==> src/rtl/prog_loader.sv <==
// Program loader: streams a length-prefixed byte image into CPU RAM, holds the
// CPU in reset meanwhile, then releases it and pulses cpu_run. Optional
// trailing checksum byte is enabled with `define PROG_LOADER_CHECKSUM_EN.
module prog_loader #(
   parameter logic [7:0] BASE_ADDR = 8'h00
) (
   input  logic       clk,
   input  logic       rst,
   input  logic       load_req,
   input  logic       rx_valid,
   input  logic [7:0] rx_data,
   output logic       rx_ready,
   output logic [7:0] mem_addr,
   output logic [7:0] mem_data,
   output logic       mem_wren,
   output logic       cpu_hold,
   output logic       cpu_run,
   output logic       done,
   output logic       err
);

   typedef enum logic [2:0] {
      S_IDLE,
      S_LEN,
      S_DATA,
`ifdef PROG_LOADER_CHECKSUM_EN
      S_CSUM,
`endif
      S_REL,
      S_RUN,
      S_DONE,
      S_ERR
   } state_t;

   state_t     r_state;
   logic       r_rx_ready;
   logic [7:0] r_mem_addr;
   logic [7:0] r_mem_data;
   logic       r_mem_wren;
   logic       r_cpu_hold;
   logic       r_cpu_run;
   logic       r_done;
   logic       r_err;
   logic [8:0] r_count;
   logic [7:0] r_ptr;
`ifdef PROG_LOADER_CHECKSUM_EN
   logic [7:0] r_acc;
`endif
   logic       w_xfer;

   assign w_xfer = rx_valid && r_rx_ready;

   // Outputs are registered: each transition loads the values of the state it enters.
   always_ff @(posedge clk or negedge rst) begin
      if (!rst) begin
         r_state    <= S_IDLE;
         r_rx_ready <= 1'b0;
         r_mem_addr <= '0;
         r_mem_data <= '0;
         r_mem_wren <= 1'b0;
         r_cpu_hold <= 1'b0;
         r_cpu_run  <= 1'b0;
         r_done     <= 1'b0;
         r_err      <= 1'b0;
         r_count    <= '0;
         r_ptr      <= '0;
`ifdef PROG_LOADER_CHECKSUM_EN
         r_acc      <= '0;
`endif
      end else begin
         r_mem_wren <= 1'b0;
         r_cpu_run  <= 1'b0;
         case (r_state)
            S_IDLE, S_DONE, S_ERR: begin
               if (load_req) begin
                  r_state    <= S_LEN;
                  r_rx_ready <= 1'b1;
                  r_cpu_hold <= 1'b1;
                  r_done     <= 1'b0;
                  r_err      <= 1'b0;
               end
            end
            S_LEN: begin
               if (w_xfer) begin
                  // A length byte of zero encodes a full 256-byte image.
                  r_count <= (rx_data == 8'd0) ? 9'd256 : {1'b0, rx_data};
                  r_ptr   <= BASE_ADDR;
`ifdef PROG_LOADER_CHECKSUM_EN
                  r_acc   <= '0;
`endif
                  r_state <= S_DATA;
               end
            end
            S_DATA: begin
               if (w_xfer) begin
                  r_mem_addr <= r_ptr;
                  r_mem_data <= rx_data;
                  r_mem_wren <= 1'b1;
                  r_ptr      <= r_ptr + 8'd1;
                  r_count    <= r_count - 9'd1;
`ifdef PROG_LOADER_CHECKSUM_EN
                  r_acc      <= r_acc + rx_data;
                  if (r_count == 9'd1) begin
                     r_state <= S_CSUM;
                  end
`else
                  if (r_count == 9'd1) begin
                     r_state    <= S_REL;
                     r_rx_ready <= 1'b0;
                     r_cpu_hold <= 1'b0;
                  end
`endif
               end
            end
`ifdef PROG_LOADER_CHECKSUM_EN
            S_CSUM: begin
               if (w_xfer) begin
                  r_rx_ready <= 1'b0;
                  if (rx_data == r_acc) begin
                     r_state    <= S_REL;
                     r_cpu_hold <= 1'b0;
                  end else begin
                     r_state <= S_ERR;
                     r_err   <= 1'b1;
                  end
               end
            end
`endif
            S_REL: begin
               r_state   <= S_RUN;
               r_cpu_run <= 1'b1;
            end
            S_RUN: begin
               r_state <= S_DONE;
               r_done  <= 1'b1;
            end
            default: begin
               r_state    <= S_IDLE;
               r_rx_ready <= 1'b0;
               r_cpu_hold <= 1'b0;
            end
         endcase
      end
   end

   assign rx_ready = r_rx_ready;
   assign mem_addr = r_mem_addr;
   assign mem_data = r_mem_data;
   assign mem_wren = r_mem_wren;
   assign cpu_hold = r_cpu_hold;
   assign cpu_run  = r_cpu_run;
   assign done     = r_done;
   assign err      = r_err;

endmodule

==> config.mk <==
export PLATFORM = sky130hd
export DESIGN_NAME = prog_loader
export DESIGN_NICKNAME = d
export VERILOG_FILES = /design/src/rtl/prog_loader.sv
export SDC_FILE = /design/constraint.sdc
export NUM_CORES = 1
export LEC_CHECK = 0
export ABC_AREA = 1
export CORE_UTILIZATION = 53
export DETAILED_ROUTE_END_ITERATION = 7
export GPL_ROUTABILITY_DRIVEN = 0
export GPL_TIMING_DRIVEN = 0
export PLACE_DENSITY = 0.81
export SLEW_MARGIN = 20
export SYNTH_ARGS = -nofsm -noshare
export SYNTH_HDL_FRONTEND = slang
export SYNTH_SLANG_ARGS = --single-unit
==> constraint.sdc <==
create_clock -name clk -period 1.66 [get_ports clk]
set_input_delay 0.249 -clock clk [delete_from_list [all_inputs] [get_ports clk]]
set_output_delay 0.249 -clock clk [all_outputs]
set_load 0.01 [all_outputs]
Word level (Yosys, flattened, before mapping) --
Index checks and enable logic that the tools add are counted.
Word-level totals: bits in registers 40, latch bits 0, RAM bits 0, ROM bits 0, bits of input ports 12, output and inout port bits 22, logic and storage cells 56, memories 0
Operators by class: add/sub/neg operators 2, $mul 0, divide/modulo/power cells 0, $lt $le $gt $ge 0, equality and inequality tests 11, shifts and indexed selects 0, mux-type cells 21, bitwise gates (word level) 1, reductions and logical operators 12
Operator list (number):
- two-way mux 9 bit | 3
- case mux 9 bit (2 select lines) | 1
- two-way mux 8 bit | 2
- case mux 8 bit (2 select lines) | 1
- case mux 3 bit (5 select lines) | 1
- two-way mux 3 bit | 4
- == test 3 bit (second input constant) | 3
- == test 9 x 1 -> 1 bit (second input constant) | 1
- subtractor 9 x 1 -> 9 bit (second input constant) | 1
- adder 8 x 1 -> 8 bit (second input constant) | 1
- logical NOT 8 bit | 1
- inequality test 2 bit (second input constant) | 4
- AND reduction 4 bit | 2
- two-way mux 1 bit | 7
- == test 3 x 2 -> 1 bit (second input constant) | 2
- OR reduction 3 bit | 2
- AND reduction 2 bit | 2
- nonzero test 2 bit | 2
- == test 3 x 1 -> 1 bit (second input constant) | 1
- logical NOT 3 bit | 1
- case mux 1 bit (3 select lines) | 1
- AND reduction 3 bit | 1
- case mux 1 bit (2 select lines) | 1
- logical AND 1 bit | 1
- NOT 1 bit | 1

Longest topological paths before layout --
depth in word-level cells 4, gate-level depth with buffers 9, mapped depth without buffers 9

Worst setup path before layout --
No wires, ideal clock.
kind reg-to-reg, from reg r_state[0], to reg r_count[3], library setup time 125 ps, arrival 1170 ps, required time 1535 ps, slack 365 ps, stages on the path, launching flop included 8, buffers on the path 1, period minus slack after synthesis 1295 ps, cells stage by stage dfrtp_1 > inv_2 > nand2_1 > nor2_4 > buf_2 > nand3_1 > o211ai_1 > o21ai_2
On the way: cells in the longest elaborated chain, start to end 3, elaborated cells on any way between the ends 7, classes of those cells 4 x eq/ne; 1 x mux; 2 x reduce/logical
RTL lines:
- from (decl) | RTL line 35 | state_t r_state;
- from (signal assigned) | RTL line 56 | r_state <= S_IDLE;
- from (signal assigned) | RTL line 76 | r_state <= S_LEN;
- from (signal assigned) | RTL line 91 | r_state <= S_DATA;
- == test 3 x 1 -> 1 bit or == test 3 x 2 -> 1 bit (tied branches) | RTL line 73 | case (r_state)
- inequality test 2 bit (no source line) or nonzero test 2 bit (tied branches)
- AND reduction 3 bit (no source line)
- to (signal assigned) | RTL line 86 | r_count <= (rx_data == 8'd0) ? 9'd256 : {1'b0, rx_data};
- to (signal assigned) | RTL line 100 | r_count <= r_count - 9'd1;
- to (decl) | RTL line 44 | logic [8:0] r_count;
Parallel ways exist; a longest one is shown, timed or not. A chain may end at the register's enable or synchronous reset.

==> results.toml <==
[outcome]
status = "finished, final reports clean"

[timing]
fmax_mhz = 636
finalHoldViolCount = 0
fin_skew_ns = 0.00432
setup_viol = 0
finalCritPeriodShare_pct = 94.7
rsz0062_at_grt = "no"
slew_viol_final = 0
period_needed_ns = 1.57
holdWs_ns = 0.372

[logic_synthesis]
synth_xor_area_share_pct = 0
ys_seq_elements = 40
ys_seq_area_share_pct = 47.9
synth-simple-area-share_pct = 25.3
synth_top_flop_cell = "dfrtp_1"
synthesis.area_um2 = 2090
syn-instance-count = 257
yosys_warnings = 0
synth_mux_area_share_pct = 0
synthAdderAreaFrac_pct = 1.80
synth.distinct_cells = 28
synth_compound_area_share_pct = 14.9
synth_edf_count = 0
synth_nets = 272
synthArstFlopShare_pct = 100
synth_top_family_by_area = "simple AND/OR/NAND/NOR gates"
avgSynthCellArea_um2 = 8.13

[power_and_ir_drop]
p_int_w = 0.00272
pwr-share-seq_pct = 36.7
netSwitchingFraction_pct = 38.4
vdd_drop_max_v = 0.000964
p_leak_nw = 1.27
power_switching_w = 0.00169
comb_power_share_pct = 44.2
power.density_nw_per_um2 = 1690
clkPwrFrac_pct = 19.1
p_total_w = 0.00441

[routing]
ant_nets = 0
drc = 0
dr_total_vias = 1795
via_per_inst = 5.17
dr.pass1.iters = 4
drt_iter0_drc = 140
wl_mm = 4.36
wire_per_inst_um = 12.6

[floorplanning]
die_y_um = 64.8
num_rows = 22
fp.dieW_um = 64.8
start_util_pct = 56.2
die_area_um2 = 4200
boundaryPins = 34
core-area_um2 = 3720

[global_route]
grt.overflow.total = 0
grt_pass1_wl_mm = 7.57
antenna_found_initial = 0
grt_max_degree = 29
grt_pass1_vias = 1659
track_usage_pct = 23.9

[layout]
syn2layout_area_growth_pct = 25.2
layout-drive-gt1-share_pct = 12.4
fillerInstances = 316
nNetsFinal = 313
final_common_cell = "nand2_1"
most-common-layout-cells = "nand2_1, dfrtp_1, inv_1"
utilization_pct = 70.4
antenna_cells = 0

[cts]
clockRootBuffer = "clkbuf_8"
cts.repair.resized = 0
clk_latency_ns = 0.29
clk_pin_slew_ns = 0.08
cts.sinks = 40
numCtsBuffers = 5
clockBufferDepth = 2
cts_tree = "built"
cts.htree.levels = 2

[setup_path]
startpoint_type = "flip-flop"
r2r_slack_ns = 0.16
r2r_cells = 7
critPathMaxFanout = 4
r2r_start = "r_state[2]"
r2r_end = "mem_addr[0]"
cp.required_ns = 1.41
critical_path_class = "reg -> out"
cp-end-kind = "output pin"
critical_path_arrival_ns = 1.32

[placement]
hpwl_mm = 3.28
port_buffers = 32

[job]
maxCapViolations = 0

[min_path]
worst_hold_path_type = "in -> async"
==> synth_stat cells (2+ instances only) <==
cell      count  area, um^2
nand3_1      19        95.1
o21ai_2       6        52.6
o21ai_0       9        45.0
nor2_4        2        22.5
o211ai_1      5        37.5
inv_2         2        7.51
nor2_1       18        67.6
o21ai_1      13        65.1
dfrtp_1      40        1000
o22ai_2       2        25.0
o21bai_1      4        30.0
buf_4         4        30.0
buf_2         3        15.0
a21oi_1       7        35.0
nand2_1      72         270
nand4_1       4        25.0
ha_1          3        37.5
inv_1        32         120
nand2_2       3        18.8
==> power by group through the flow <==
| stage | Sequential, W | Clock (W) | Combinational, W |
|---|---|---|---|
| finish | 0.00162 | 0.000843 | 0.00195 |
| global route | 0.00167 | 0.000898 | 0.00219 |
| global placement | 0.00162 | 0 | 0.00190 |
| CTS | 0.00162 | 0.000858 | 0.00196 |
| detailed placement | 0.00164 | 0 | 0.00195 |
| floorplan | 0.00167 | 0 | 0.00120 |
==> what timing repair did <==
action / 4_1_cts / 5_1_grt
hold endpoints to repair: 12 / 0
setup buffers: 0 / 0
hold buffers: 1 / 0
==> layout make-up <==
| class | count | area, um^2 | area share (%) |
|---|---|---|---|
| buffer | 8 | 65.1 | 2.49 |
| inverter | 36 | 143 | 5.45 |
| clock inverter | 2 | 38.8 | 1.48 |
| clock buffer | 6 | 82.6 | 3.16 |
| tap | 48 | 60.1 | 2.30 |
| timing repair buffer | 34 | 345 | 13.2 |
| sequential | 40 | 1000 | 38.3 |
| multi-input combinational | 173 | 881 | 33.7 |
==> sequential cells by signal (all words and copies together) (netlist names) <==
signal    flops
r_count       9
mem_addr      8
mem_data      8
r_ptr         8
r_state       3
cpu_hold      1
cpu_run       1
done          1
mem_wren      1
==> how the worst max path moves through the flow <==
stage	start	endpoint	slack (ns)	depth (start not counted)
after floorplan	r_state[0]	r_count[3]	0.37	7
after global routing	r_state[2]	mem_addr[6]	0.01	7
after global placement	rst	r_count[2]	-0.65	1
final	cpu_hold	rx_ready	0.09	2
after CTS	cpu_hold	rx_ready	0.08	2
after detailed placement	rx_valid	mem_addr[6]	0.05	7
==> worst max-delay path, cell delays in order (launching register included) <==
cell,delay (ns)
dfrtp_1,0.40
buf_4,0.12
clkdlybuf4s50_1,0.52
==> through the flow <==
step,setup slack [ns],instances,area [um^2],TNS [ns]
after CTS,0.0789,347,2620,0
after global routing,0.0148,347,2620,0
after global placement,-0.649,337,2470,-25.88
final,0.0885,347,2620,0
after detailed placement,0.0485,338,2480,0
after floorplan,0.365,257,2090,0
==> metal layers <==
layer,global-route usage [%],up-vias,wire [um]
met1,32.2,842,2030
met5,0,-,0
li1,-,907,-
met2,38.3,41,2080
met3,3.70,5,178
met4,10.3,0,63
==> kinds of logic after synthesis <==
family                   after synthesis
AND/OR/NAND/NOR                      120
AO/OA/AOI/OAI                         49
buffers and inverters                 44
flip-flops                            40
adder cells (fa/ha/maj)                3
other                                  1
Note: power is estimated with default switching activity, not from simulation.
